$ cat src/rtl/hh_neuron_scheduler.sv
// Round-robin scheduler sharing one Hodgkin-Huxley core across virtual neurons.
// Feeds spikes back as synaptic current and queues spike events for readout.
module hh_neuron_scheduler #(
    parameter int              WIDTH       = 16,
    parameter int              NUM_NEURONS = 4,
    parameter int              IDX_W       = 2,
    parameter int              STEPS_W     = 16,
    parameter logic [WIDTH-1:0] SYN_GAIN   = WIDTH'(16'h0A00),
    parameter int              TIMEOUT     = 15
) (
    input  logic               clk,
    input  logic               reset_n,
    input  logic               cfg_we,
    input  logic [IDX_W-1:0]   cfg_idx,
    input  logic [WIDTH-1:0]   cfg_stim,
    input  logic               start,
    input  logic               abort,
    input  logic [STEPS_W-1:0] step_count,
    output logic               busy,
    output logic               done,
    output logic [STEPS_W-1:0] steps_done,
    output logic               timeout_err,
    output logic               core_ready_in,
    output logic [WIDTH-1:0]   core_i_stim,
    output logic [WIDTH-1:0]   core_i_syn,
    output logic [IDX_W-1:0]   neuron_sel,
    input  logic               core_valid_out,
    input  logic               core_spike,
    output logic               spike_valid,
    output logic [IDX_W-1:0]   spike_idx,
    output logic [STEPS_W-1:0] spike_step,
    input  logic               spike_ready,
    output logic [7:0]         drop_count
);

    localparam int TMR_W = $clog2(TIMEOUT + 1);
    localparam int DEPTH = 4;

    typedef enum logic [2:0] {
        IDLE, ISSUE, WAIT, RECORD, NEXT, FIN
    } state_e;

    state_e                 state_q, state_d;
    logic [IDX_W-1:0]       k_q, k_d;
    logic [STEPS_W-1:0]     steps_q, steps_d;
    logic [STEPS_W-1:0]     count_q, count_d;
    logic [TMR_W-1:0]       timer_q, timer_d;
    logic                   spk_q, spk_d;
    logic                   terr_q, terr_d;
    logic [NUM_NEURONS-1:0] prev_q, prev_d;
    logic [NUM_NEURONS-1:0] cur_q, cur_d;
    logic [NUM_NEURONS-1:0] others;
    logic                   push;

    logic [WIDTH-1:0]       stim_q [NUM_NEURONS];

    logic [IDX_W-1:0]       fidx_q  [DEPTH];
    logic [STEPS_W-1:0]     fstep_q [DEPTH];
    logic [1:0]             wr_q, rd_q;
    logic [2:0]             cnt_q;
    logic [7:0]             drop_q;
    logic                   pop, full, accept;

    // FSM and run-control state registers
    always_ff @(posedge clk or negedge reset_n) begin
        if (!reset_n) begin
            state_q <= IDLE;
            k_q     <= '0;
            steps_q <= '0;
            count_q <= '0;
            timer_q <= '0;
            spk_q   <= 1'b0;
            terr_q  <= 1'b0;
            prev_q  <= '0;
            cur_q   <= '0;
        end else begin
            state_q <= state_d;
            k_q     <= k_d;
            steps_q <= steps_d;
            count_q <= count_d;
            timer_q <= timer_d;
            spk_q   <= spk_d;
            terr_q  <= terr_d;
            prev_q  <= prev_d;
            cur_q   <= cur_d;
        end
    end

    // Next-state logic; abort preempts every active state
    always_comb begin
        state_d = state_q;
        k_d     = k_q;
        steps_d = steps_q;
        count_d = count_q;
        timer_d = timer_q;
        spk_d   = spk_q;
        terr_d  = terr_q;
        prev_d  = prev_q;
        cur_d   = cur_q;
        push    = 1'b0;
        if (abort && state_q != IDLE && state_q != FIN) begin
            state_d = FIN;
        end else begin
            unique case (state_q)
                IDLE: begin
                    if (start) begin
                        count_d = step_count;
                        steps_d = '0;
                        terr_d  = 1'b0;
                        k_d     = '0;
                        state_d = (step_count == '0) ? FIN : ISSUE;
                    end
                end
                ISSUE: begin
                    timer_d = '0;
                    state_d = WAIT;
                end
                WAIT: begin
                    if (core_valid_out) begin
                        spk_d   = core_spike;
                        state_d = RECORD;
                    end else if (timer_q == TMR_W'(TIMEOUT - 1)) begin
                        terr_d  = 1'b1;
                        state_d = FIN;
                    end else begin
                        timer_d = timer_q + TMR_W'(1);
                    end
                end
                RECORD: begin
                    if (spk_q) begin
                        cur_d[k_q] = 1'b1;
                        push       = 1'b1;
                    end
                    state_d = NEXT;
                end
                NEXT: begin
                    if (k_q != IDX_W'(NUM_NEURONS - 1)) begin
                        k_d     = k_q + IDX_W'(1);
                        state_d = ISSUE;
                    end else begin
                        prev_d  = cur_q;
                        cur_d   = '0;
                        steps_d = steps_q + STEPS_W'(1);
                        k_d     = '0;
                        if ((steps_q + STEPS_W'(1)) == count_q) begin
                            state_d = FIN;
                        end else begin
                            state_d = ISSUE;
                        end
                    end
                end
                FIN: state_d = IDLE;
                default: state_d = IDLE;
            endcase
        end
    end

    // Stimulus registers, writable only between runs
    always_ff @(posedge clk or negedge reset_n) begin
        if (!reset_n) begin
            for (int i = 0; i < NUM_NEURONS; i++) stim_q[i] <= '0;
        end else if (state_q == IDLE && cfg_we &&
                     ({1'b0, cfg_idx} < (IDX_W + 1)'(NUM_NEURONS))) begin
            stim_q[cfg_idx] <= cfg_stim;
        end
    end

    // Core-facing outputs; synaptic drive excludes the neuron's own spike
    always_comb begin
        others          = prev_q;
        others[k_q]     = 1'b0;
        core_ready_in   = (state_q == ISSUE);
        core_i_stim     = '0;
        core_i_syn      = '0;
        if (state_q == ISSUE) begin
            core_i_stim = stim_q[k_q];
            core_i_syn  = (others != '0) ? SYN_GAIN : '0;
        end
    end

    assign pop    = spike_ready && (cnt_q != 3'd0);
    assign full   = (cnt_q == 3'(DEPTH));
    assign accept = push && (!full || pop);

    // Spike event FIFO with saturating drop counter
    always_ff @(posedge clk or negedge reset_n) begin
        if (!reset_n) begin
            for (int i = 0; i < DEPTH; i++) begin
                fidx_q[i]  <= '0;
                fstep_q[i] <= '0;
            end
            wr_q   <= '0;
            rd_q   <= '0;
            cnt_q  <= '0;
            drop_q <= '0;
        end else begin
            if (accept) begin
                fidx_q[wr_q]  <= k_q;
                fstep_q[wr_q] <= steps_q;
                wr_q          <= wr_q + 2'd1;
            end
            if (pop) rd_q <= rd_q + 2'd1;
            cnt_q <= cnt_q + 3'(accept) - 3'(pop);
            if (push && !accept && drop_q != 8'hFF) begin
                drop_q <= drop_q + 8'd1;
            end
        end
    end

    assign busy        = (state_q != IDLE);
    assign done        = (state_q == FIN);
    assign steps_done  = steps_q;
    assign timeout_err = terr_q;
    assign neuron_sel  = k_q;
    assign spike_valid = (cnt_q != 3'd0);
    assign spike_idx   = spike_valid ? fidx_q[rd_q] : '0;
    assign spike_step  = spike_valid ? fstep_q[rd_q] : '0;
    assign drop_count  = drop_q;

endmodule
$ cat config.mk
export PLATFORM = sky130hd
export DESIGN_NAME = hh_neuron_scheduler
export DESIGN_NICKNAME = d
export VERILOG_FILES = /design/src/rtl/hh_neuron_scheduler.sv
export SDC_FILE = /design/constraint.sdc
export NUM_CORES = 1
export LEC_CHECK = 0
export CORE_MARGIN = 8
export CORE_UTILIZATION = 50
export DETAILED_ROUTE_END_ITERATION = 10
export HOLD_SLACK_MARGIN = 0.1
export PLACE_DENSITY = 0.74
export SETUP_SLACK_MARGIN = 0.02
export SLEW_MARGIN = 20
export SYNTH_ARGS = -nofsm -noshare
export SYNTH_HDL_FRONTEND = slang
export SYNTH_SLANG_ARGS = --single-unit
$ cat constraint.sdc
create_clock -name clk -period 3 [get_ports clk]
set_input_delay 0.3 -clock clk [delete_from_list [all_inputs] [get_ports clk]]
set_output_delay 0.3 -clock clk [all_outputs]
set_load 0.01 [all_outputs]
==> impl_metrics.tcl <==
set metrics [dict create \
    gp_routability_congestion 0.8175 \
    viasPerCell 5.546 \
    slew-limit-headroom_pct 46.15 \
    initial_core_util_pct 51.03 \
    grt_usage_pct 18.37 \
    syn_inst 787 \
    p_sw_uw 2909 \
    ant_nets 0 \
    fin_area_sq_um 12010 \
    reg2reg_depth 7 \
    min_period_ps 2798 \
    gr-total-overflow 0 \
    clkPwrFrac_pct 27.3 \
    post-cts-setup-buffer-count 0 \
    cts.path.max_buffers 3 \
    antenna_found_initial 1 \
    synth_cell_types 60 \
    seqCellArea_sq_um 5055 \
    leakage_uw 0.005351 \
    cts_sinks 202 \
    postSynth.asyncResetShare_pct 100.0 \
    switching_share_pct 30.57 \
    totalPowerFinal_uw 9515 \
    crit_arrival_ps 2500 \
    p_per_area_nw_per_um2 792.6 \
    drt-total-wl_um 22420 \
    die_y_um 157.2 \
    path_class "register to primary output" \
    pwr-share-comb_pct 32.1 \
    num_vias 6511 \
    cts_buffers 23 \
    ir_worst_vdd_mv 0.5940 \
    dieArea_sq_um 24700 \
    skew_ps 17.54 \
    synth_ff_type "dfrtp_1" \
    syn-cell-area_sq_um 9963 \
    tightestPinTransition_ps 806.9 \
    die_w_um 157.2 \
    clockRootBuffer "clkbuf_16" \
    tns_ps 0 \
    layout-area-overhead-vs-synth_pct 20.50 \
    drc 0 \
    final-hold-violation-count 0 \
    p_int_uw 6606 \
    place_ws_ps 188.0 \
    fin_crit_sh_pct 93.27 \
    critPathLaunchType "register" \
    dp_hpwl_um 15550 \
    multiInputGateArea_sq_um 4523 \
    crit_required_ps 2700 \
    yosys_warnings 0 \
    rrSetupSlack_ps 370 \
    cts_tree "yes" \
    cp-end-kind "primary output" \
    clk_pin_slew_ps 60 \
    rsz0062_at_grt "no" \
    fp-row-count 51 \
    numPortBuffers 108 \
    pwr-share-seq_pct 40.5 \
    slew_violations 0 \
    grt_pass1_wl_um 36350 \
    worst-path-buf-inv 3 \
    crit_family "buffers and inverters" \
    holdWs_ps 343.1 \
    worst_slack_ps 201.8 \
    grt_pass1_vias 6854 \
    dr.pass1.iters 5 \
    layout.nets 950 \
    hold_path_class "input port to async pin" \
    crit_fanout 23 \
    drv_cap 0 \
    worstSkewPairLatency_ps 500 \
    fill_cells 1551 \
    placed_area_sq_um 11290 \
    status "finished clean" \
    ctsResizeCount 0 \
    wl_per_cell_um 19.10 \
    synth_seq_cells 202 \
    grt_max_degree 68 \
    ys_seq_area_share_pct 50.73 \
    core_area_sq_um 19530 \
    cp_slowest_stage_delay_ps 560 \
    fmax_ghz 0.3574 \
    synth_enable_flop_cells 0 \
    drt_iter0_drc 342 \
    critPathSlowestCell "clkdlybuf4s50_1" \
    htree_levels 1 \
    synth_area_per_cell_sq_um 12.66 \
    setup_violations 0 \
    cp_cell_sequence "buf_12 > inv_1 > ha_1 > o22ai_1 > a221oi_1 > nor2_1 > clkdlybuf4s50_1" \
    worstReg2RegEnd "state_q[2]" \
    r2r_start "steps_done[1]" \
    ios 123 \
    drive_above_1_share_pct 29.52 \
]
-- area by class of cell --
class / instances / area share, %
Antenna cell: 1 / 0.02084
Clock buffer: 32 / 5.492
Clock inverter: 8 / 0.3960
Inverter: 23 / 0.7191
Multi-Input combinational cell: 510 / 37.68
Sequential cell: 202 / 42.11
Tap cell: 265 / 2.762
Timing Repair Buffer: 133 / 10.83
-- sequential cells by signal, summed over array words and instances, names as in the netlist --
name and cells:
cnt_q 3, count_q 16, cur_q 4, drop_count 8, fidx_q 8, fstep_q 64
neuron_sel 2, prev_q 4, rd_q 2, spk_q 1, state_q 3, steps_done 16
stim_q 64, timeout_err 1, timer_q 4, wr_q 2
-- per-layer routing --
| layer | part of all wire, % | global-route usage [%] | vias to the layer above |
|---|---|---|---|
| li1 | - | - | 3011 |
| met1 | 43 | 23.80 | 3299 |
| met2 | 49 | 31.57 | 178 |
| met3 | 5.8 | 3.263 | 23 |
| met4 | 1.5 | 4.216 | 0 |
| met5 | 0 | 0 | - |
-- how the worst max path moves through the flow --
stage | cells after the start | end | slack (ps) | from
after CTS | 7 | core_i_syn[9] | 110 | neuron_sel[0]
after global placement | 11 | cnt_q[2] | 200 | spike_ready
after global routing | 7 | core_i_syn[9] | 50 | neuron_sel[0]
after detailed placement | 11 | cnt_q[2] | 190 | spike_ready
final | 7 | core_i_syn[9] | 200 | neuron_sel[0]
after floorplan | 10 | cnt_q[2] | 540 | cnt_q[1]
-- per-stage QoR --
step | cells | utilization (%)
floorplan | 800 | -
global placement | 1132 | 57.80
detailed placement | 1132 | 57.80
global route | 1174 | 61.48
finish | 1174 | 61.48
CTS | 1173 | 61.47
-- power by group through the flow --
stage | Sequential (uW) | Clock [uW] | Combinational (uW)
after detailed placement | 3890 | 0 | 3070
after global routing | 3950 | 2780 | 3340
after floorplan | 3730 | 0 | 2150
after global placement | 3870 | 0 | 3000
final | 3860 | 2600 | 3060
after CTS | 3850 | 2660 | 3090
-- cell usage after synthesis, types with 3 or more instances --
cell | n | area [sq um]
a21oi_1 | 11 | 55.05
a31oi_1 | 4 | 25.02
and2_1 | 21 | 131.4
and3_1 | 20 | 125.1
and3_2 | 5 | 37.54
buf_2 | 18 | 90.09
buf_4 | 16 | 120.1
clkbuf_1 | 26 | 97.59
dfrtp_1 | 202 | 5055
ha_1 | 14 | 175.2
inv_1 | 23 | 86.33
mux2_2 | 153 | 1723
mux4_2 | 34 | 765.7
nand2_1 | 42 | 157.7
nand2b_1 | 3 | 18.77
nand3_1 | 17 | 85.08
nand4_1 | 4 | 25.02
nor2_1 | 28 | 105.1
nor2b_1 | 4 | 25.02
nor3_1 | 6 | 30.03
nor4_1 | 8 | 50.05
o21ai_0 | 41 | 205.2
o22ai_1 | 4 | 25.02
o31ai_1 | 6 | 45.04
xnor2_1 | 23 | 201.4
xor2_1 | 10 | 87.58
-- placed cells by master, fill, tap and decap left out, drive strengths merged, types with 11 or more instances in the layout --
master	instances
and3	26
xnor2	23
clkdlybuf4s50	107
nand3	18
ha	14
nor2	29
clkbuf	33
buf	24
o21ai	41
mux4	34
conb	14
nand2	42
dfrtp	202
a21oi	11
inv	24
and2	22
mux2	153
-- cells by family (layout without fill, tap and decap cells) --
family	Yosys count	count (layout)	share of synthesized area, %
DFF	202	202	50.73
muxes	187	187	24.98
and+or+nand+nor	180	180	10.03
buffers and inverters	88	196	4.358
AOI/OAI and AO/OA	81	81	4.998
xor gates and xnor gates	33	33	2.901
adders and majority gates	15	15	1.959
other	1	15	0.03764
-- timing repair --
action / in CTS / in global routing
hold buffers: 1 / 0
endpoints found under the setup margin: 0 / 0
endpoints found under the hold margin: 63 / 0
No activity file was read; power rests on OpenSTA's default activity.
